==> src/rtl/pico_io_sequencer.sv <==
// pico_io_sequencer: plays operand sets onto in_bus with io_handshake pulses,
// samples out_bus after each set and tallies matches against an expected table.
module pico_io_sequencer #(
    parameter int N = 8,
    parameter int NumOps = 2,
    parameter int NumSets = 2,
    parameter logic [NumSets*NumOps*N-1:0] OPERANDS = {8'h8B, 8'hCE, 8'h55, 8'h22},
    parameter logic [NumSets*N-1:0] EXPECTED = '0,
    parameter int SetupCycles = 2,
    parameter int HoldCycles = 3,
    parameter int GapCycles = 2,
    parameter int ResultCycles = 20,
    localparam int CW = $clog2(NumSets + 1)
) (
    input  logic          clk,
    input  logic          n_reset,
    input  logic          start,
    input  logic          abort,
    input  logic [N-1:0]  out_bus,
    output logic [N-1:0]  in_bus,
    output logic          io_handshake,
    output logic          busy,
    output logic          done,
    output logic [CW-1:0] pass_count,
    output logic [CW-1:0] fail_count,
    output logic [N-1:0]  last_result
);
    localparam int M0 = SetupCycles > HoldCycles ? SetupCycles : HoldCycles;
    localparam int M1 = GapCycles > ResultCycles ? GapCycles : ResultCycles;
    localparam int TW = $clog2((M0 > M1 ? M0 : M1) + 1);
    localparam int OW = $clog2(NumOps + 1);

    typedef enum logic [3:0] {
        IDLE, SETUP, HS_HIGH, HS_LOW, WAIT_RES, CHECK, ACK_HIGH, ACK_LOW, DONE
    } state_t;

    state_t state, state_nx;
    logic [TW-1:0] timer, timer_nx;
    logic [CW-1:0] set_idx, set_nx, pass_nx, fail_nx;
    logic [OW-1:0] op_idx, op_nx;
    logic [N-1:0] in_nx, last_nx;
    logic hs_nx, busy_nx, done_nx;

    function automatic logic [N-1:0] operand(input int s, input int k);
        return OPERANDS[(s*NumOps+k)*N +: N];
    endfunction

    // Timer counts the remaining cycles of the current state, down to zero.
    function automatic logic [TW-1:0] load(input state_t s);
        return s == SETUP ? TW'(SetupCycles - 1) :
               (s == HS_HIGH || s == ACK_HIGH) ? TW'(HoldCycles - 1) :
               (s == HS_LOW || s == ACK_LOW) ? TW'(GapCycles - 1) :
               s == WAIT_RES ? TW'(ResultCycles - 1) : '0;
    endfunction

    always_comb begin
        state_nx = state;
        timer_nx = timer == '0 ? '0 : timer - 1'b1;
        set_nx = set_idx;
        op_nx = op_idx;
        in_nx = in_bus;
        hs_nx = io_handshake;
        busy_nx = busy;
        done_nx = done;
        pass_nx = pass_count;
        fail_nx = fail_count;
        last_nx = last_result;
        if (abort) begin
            state_nx = IDLE;
            hs_nx = 1'b0;
            in_nx = '0;
            busy_nx = 1'b0;
            done_nx = 1'b0;
        end else begin
            case (state)
                IDLE, DONE: if (start) begin
                    state_nx = SETUP;
                    pass_nx = '0;
                    fail_nx = '0;
                    done_nx = 1'b0;
                    busy_nx = 1'b1;
                    set_nx = '0;
                    op_nx = '0;
                    in_nx = operand(0, 0);
                end
                SETUP: if (timer == '0) begin
                    state_nx = HS_HIGH;
                    hs_nx = 1'b1;
                end
                HS_HIGH, ACK_HIGH: if (timer == '0) begin
                    state_nx = state == HS_HIGH ? HS_LOW : ACK_LOW;
                    hs_nx = 1'b0;
                end
                HS_LOW: if (timer == '0) begin
                    if (int'(op_idx) < NumOps - 1) begin
                        state_nx = SETUP;
                        op_nx = op_idx + 1'b1;
                        in_nx = operand(int'(set_idx), int'(op_idx) + 1);
                    end else state_nx = WAIT_RES;
                end
                WAIT_RES: if (timer == '0) state_nx = CHECK;
                CHECK: begin
                    state_nx = ACK_HIGH;
                    hs_nx = 1'b1;
                    last_nx = out_bus;
                    if (out_bus == EXPECTED[int'(set_idx)*N +: N]) pass_nx = pass_count + 1'b1;
                    else fail_nx = fail_count + 1'b1;
                end
                ACK_LOW: if (timer == '0) begin
                    if (int'(set_idx) < NumSets - 1) begin
                        state_nx = SETUP;
                        set_nx = set_idx + 1'b1;
                        op_nx = '0;
                        in_nx = operand(int'(set_idx) + 1, 0);
                    end else begin
                        state_nx = DONE;
                        busy_nx = 1'b0;
                        done_nx = 1'b1;
                    end
                end
                default: state_nx = IDLE;
            endcase
        end
        if (state_nx != state) timer_nx = load(state_nx);
    end

    always_ff @(posedge clk or negedge n_reset) begin
        if (!n_reset) begin
            state <= IDLE;
            timer <= '0;
            set_idx <= '0;
            op_idx <= '0;
            in_bus <= '0;
            io_handshake <= 1'b0;
            busy <= 1'b0;
            done <= 1'b0;
            pass_count <= '0;
            fail_count <= '0;
            last_result <= '0;
        end else begin
            state <= state_nx;
            timer <= timer_nx;
            set_idx <= set_nx;
            op_idx <= op_nx;
            in_bus <= in_nx;
            io_handshake <= hs_nx;
            busy <= busy_nx;
            done <= done_nx;
            pass_count <= pass_nx;
            fail_count <= fail_nx;
            last_result <= last_nx;
        end
    end
endmodule
==> config.mk <==
export PLATFORM = sky130hd
export DESIGN_NAME = pico_io_sequencer
export DESIGN_NICKNAME = d
export VERILOG_FILES = /design/src/rtl/pico_io_sequencer.sv
export SDC_FILE = /design/constraint.sdc
export NUM_CORES = 1
export LEC_CHECK = 0
export ABC_CLOCK_PERIOD_IN_PS = 4500
export CORE_ASPECT_RATIO = 0.9
export CORE_MARGIN = 2
export CORE_UTILIZATION = 45
export DETAILED_ROUTE_END_ITERATION = 10
export PLACE_DENSITY = 0.68
export SLEW_MARGIN = 15
export SYNTH_ARGS = -nofsm -noshare
export SYNTH_HDL_FRONTEND = slang
export SYNTH_SLANG_ARGS = --single-unit
==> constraint.sdc <==
create_clock -name clk -period 4.5 [get_ports clk]
set_input_delay 1.35 -clock clk [delete_from_list [all_inputs] [get_ports clk]]
set_output_delay 1.35 -clock clk [all_outputs]
set_load 0.01 [all_outputs]
==> run_results.csv <==
group,metric,value,unit
routing,wire_per_inst,15.1,µm
global_routing,antenna_found_initial,0,
clock_tree,clkTransAtPathRegs,0.07,ns
yosys,synth_xor_area_share,1.71,%
timing,whs,0.498,ns
setup_path,r2r_cells,7,
routing,first_pass_iters,4,
final_layout,syn_to_final_growth,23.2,%
die,fp.dieArea,5120,µm²
placed_design,io_buffer_count,34,
final_layout,utilization,57.1,%
yosys,postSynthAreaPerCell,9.59,µm²
final_layout,most-common-layout-cells,"dfrtp_1 (34), clkdlybuf4s50_1 (34), a21oi_1 (18)",
yosys,yosys.cell_types.count,57,
clock_tree,ctsResizeCount,0,
clock_tree,worstSkewPairLatency,0.29,ns
final_layout,n_fill_cell,416,
die,dieWidth,75.2,µm
clock_tree,cts_hold_buf,0,
timing,setup_viol,0,
yosys,synthFlopType,"dfrtp_1",
clock_tree,cts.sink_count,34,
routing,top_layer,"met4",
power_and_ir_drop,internal-power,0.000678,W
die,initial_core_util,46.3,%
yosys,synth_top_family_by_area,"compound AO/OA/AOI/OAI gates",
routing,wirelength,4.66,mm
die,die_y,68.1,µm
yosys,syn_area,2050,µm²
setup_path,crit_arrival,3.22,ns
clock_tree,cts_tree,"done",
final_layout,antenna_cells,0,
run,max_cap_viol_count,0,
yosys,muxShareOfSynthArea,5.97,%
clock_tree,htreeDepth,2,
clock_tree,clockBufferDepth,2,
run_status,status,"finished, final reports clean",
timing,slew_violations,0,
power_and_ir_drop,switching_share,34.8,%
power_and_ir_drop,seq_power_share,37.5,%
timing,post-route-period-util,67.4,%
placed_design,dp_hpwl,3.34,mm
setup_path,r2r-start,"timer[0]",
timing,clock-skew-final,0.0109,ns
timing,worst_pin_slew,0.739,ns
timing,rsz0062_at_grt,"no",
yosys,synth_area_leaders,"dfrtp_1 (41%), mux2_2 (4.9%), a21oi_1 (4.4%)",
yosys,synth_top_cell_area_share,41.4,%
clock_tree,root_buffer,"clkbuf_8",
worst_hold_path,hold_class,"flip-flop to flip-flop",
global_routing,grt_start_max_net_pins,35,
die,io-pin-count,35,
setup_path,worst_setup_path_end_kind,"flip-flop",
routing,drc,0,
timing,finalSetupTns,0,ns
final_layout,fin_nets,263,
yosys,synth_warnings,0,
power_and_ir_drop,power_frac_clock,26.5,%
yosys,yosysTopAreaCell,"dfrtp_1",
global_routing,grt_pass1_wl,8.02,mm
routing,wl_met3,321,µm
yosys,synthAdderAreaFrac,4.02,%
routing,vias,1744,
power_and_ir_drop,leakage,1.00,nW
placed_design,place_ws,1.19,ns
yosys,ys_ff_latch,34,
setup_path,crit_required,4.68,ns
global_routing,grt_pass1_vias,1715,
yosys,synth_nets,232,
yosys,synth-edff-count,0,
routing,via_per_inst,5.66,
routing,drt_iter0_markers,195,
power_and_ir_drop,irDropWorstVdd,0.193,mV
yosys,seq_area_frac_synth,41.4,%
power_and_ir_drop,netSwitchingPower,0.000362,W
timing,finalCriticalPeriod,3.03,ns
power_and_ir_drop,p_comb_share,36.0,%
power_and_ir_drop,p_per_area,411,nW/µm²
timing,hold_viol_final,0,
final_layout,drive_above_1_share,14.6,%
global_routing,grt_use_total,20.6,%
placed_design,place.gp.congestion,0.806,
timing,max_freq,0.330,GHz
yosys,synth_cells,214,
routing,antenna_left,0,
die,rows,23,
timing,slew_headroom,50.3,%
yosys,synth-compound-area-share,22.2,%
setup_path,start_kind,"input port",
worst_hold_path,worstHoldPathCells,1,
setup_path,endpoint,"timer[1]",
setup_path,reg2reg_setup_slack,2.11,ns
global_routing,grt_overflow,0,
power_and_ir_drop,finalPower,0.00104,W
timing,fin_ws,1.47,ns
clock_tree,cts_setup_buffers,0,
setup_path,critPathKind,"input port to flip-flop",
yosys,synthSimpleGateAreaFrac,18.8,%
die,core,4430,µm²
routing,wl_met2,2.07,mm
routing,wl_met1,2.26,mm
setup_path,crit_path_start,"abort",
yosys,synthArstFlopShare,100,%
setup_path,r2r_end,"timer[0]",
setup_path,crit_path_max_fanout,21,
clock_tree,cts_buffers,5,
-- cell usage after synthesis, types with 2 or more instances --
| cell | instances |
|---|---|
| dfrtp_1 | 34 |
| a21oi_1 | 18 |
| o21ai_0 | 13 |
| inv_1 | 12 |
| nor2_1 | 12 |
| nor3_1 | 10 |
| mux2_2 | 9 |
| nand2_1 | 9 |
| o31ai_1 | 8 |
| buf_2 | 5 |
| ha_1 | 5 |
| nand3_1 | 5 |
| clkbuf_1 | 4 |
| nand2b_1 | 4 |
| nor4_1 | 4 |
| or2_2 | 4 |
| buf_4 | 3 |
| o32ai_1 | 3 |
| or3_1 | 3 |
| xnor2_1 | 3 |
| a211oi_1 | 2 |
| a31o_2 | 2 |
| a31oi_1 | 2 |
| and2_1 | 2 |
| nor2b_1 | 2 |
| o211ai_2 | 2 |
| o21ai_2 | 2 |
| o22ai_1 | 2 |
| or4b_1 | 2 |
-- per-layer routing --
metal	global-route usage [%]	vias up
met3	6.92	2
met1	29.2	843
met4	4.61	0
met5	0	-
met2	30.6	42
li1	-	857
-- how the worst min path moves through the flow --
stage	startpoint	to	slack, ns
2_1_floorplan	pass_count[1]	pass_count[1]	0.52
3_3_place_gp	last_result[1]	last_result[1]	0.49
3_5_place_dp	pass_count[1]	pass_count[1]	0.49
4_1_cts	pass_count[1]	pass_count[1]	0.50
5_1_grt	last_result[2]	last_result[2]	0.53
6_report	pass_count[1]	pass_count[1]	0.50
-- layout make-up --
| cell class | count | area [µm²] | share of cell area (%) |
|---|---|---|---|
| multi-input combinational | 155 | 1080 | 42.9 |
| inverter | 12 | 45.0 | 1.78 |
| sequential | 34 | 851 | 33.6 |
| clock inverter | 3 | 40.0 | 1.58 |
| clock buffer | 5 | 68.8 | 2.72 |
| timing repair buffer | 37 | 363 | 14.3 |
| tap | 62 | 77.6 | 3.07 |
-- logic make-up (layout without fill, tap and decap cells) --
family	count (synthesis)	in the layout
adder cells (fa/ha/maj)	6	6
buffers and inverters	25	57
flip-flops	34	34
XOR/XNOR	4	4
AND/OR/NAND/NOR	67	67
AO/OA/AOI/OAI	67	67
multiplexers	11	11
-- worst max-delay path, stage by stage --
cell,delay (ns)
clkdlybuf4s50_1,0.40
buf_4,0.20
or2_2,0.33
o32ai_1,0.37
and2_1,0.21
o211ai_1,0.17
o32ai_1,0.17
-- power groups by stage --
stage | logic, W | registers (W) | clock network [W]
final | 0.000374 | 0.000390 | 0.000276
after CTS | 0.000373 | 0.000391 | 0.000283
after global placement | 0.000370 | 0.000397 | 0
after detailed placement | 0.000370 | 0.000396 | 0
after global routing | 0.000420 | 0.000398 | 0.000293
after floorplan | 0.000273 | 0.000388 | 0
-- sequential cells by signal, summed over array words and instances, names as in the netlist --
name and cells:
busy 1, done 1, fail_count 2, in_bus 6
io_handshake 1, last_result 8, op_idx 2, pass_count 2
set_idx 2, state 4, timer 5
-- per-stage QoR --
stage	area [µm²]	cells
final	2530	308
after global routing	2530	308
after CTS	2530	308
after detailed placement	2420	300
after global placement	2420	300
after floorplan	2050	214
(Power assumes the default switching activity.)
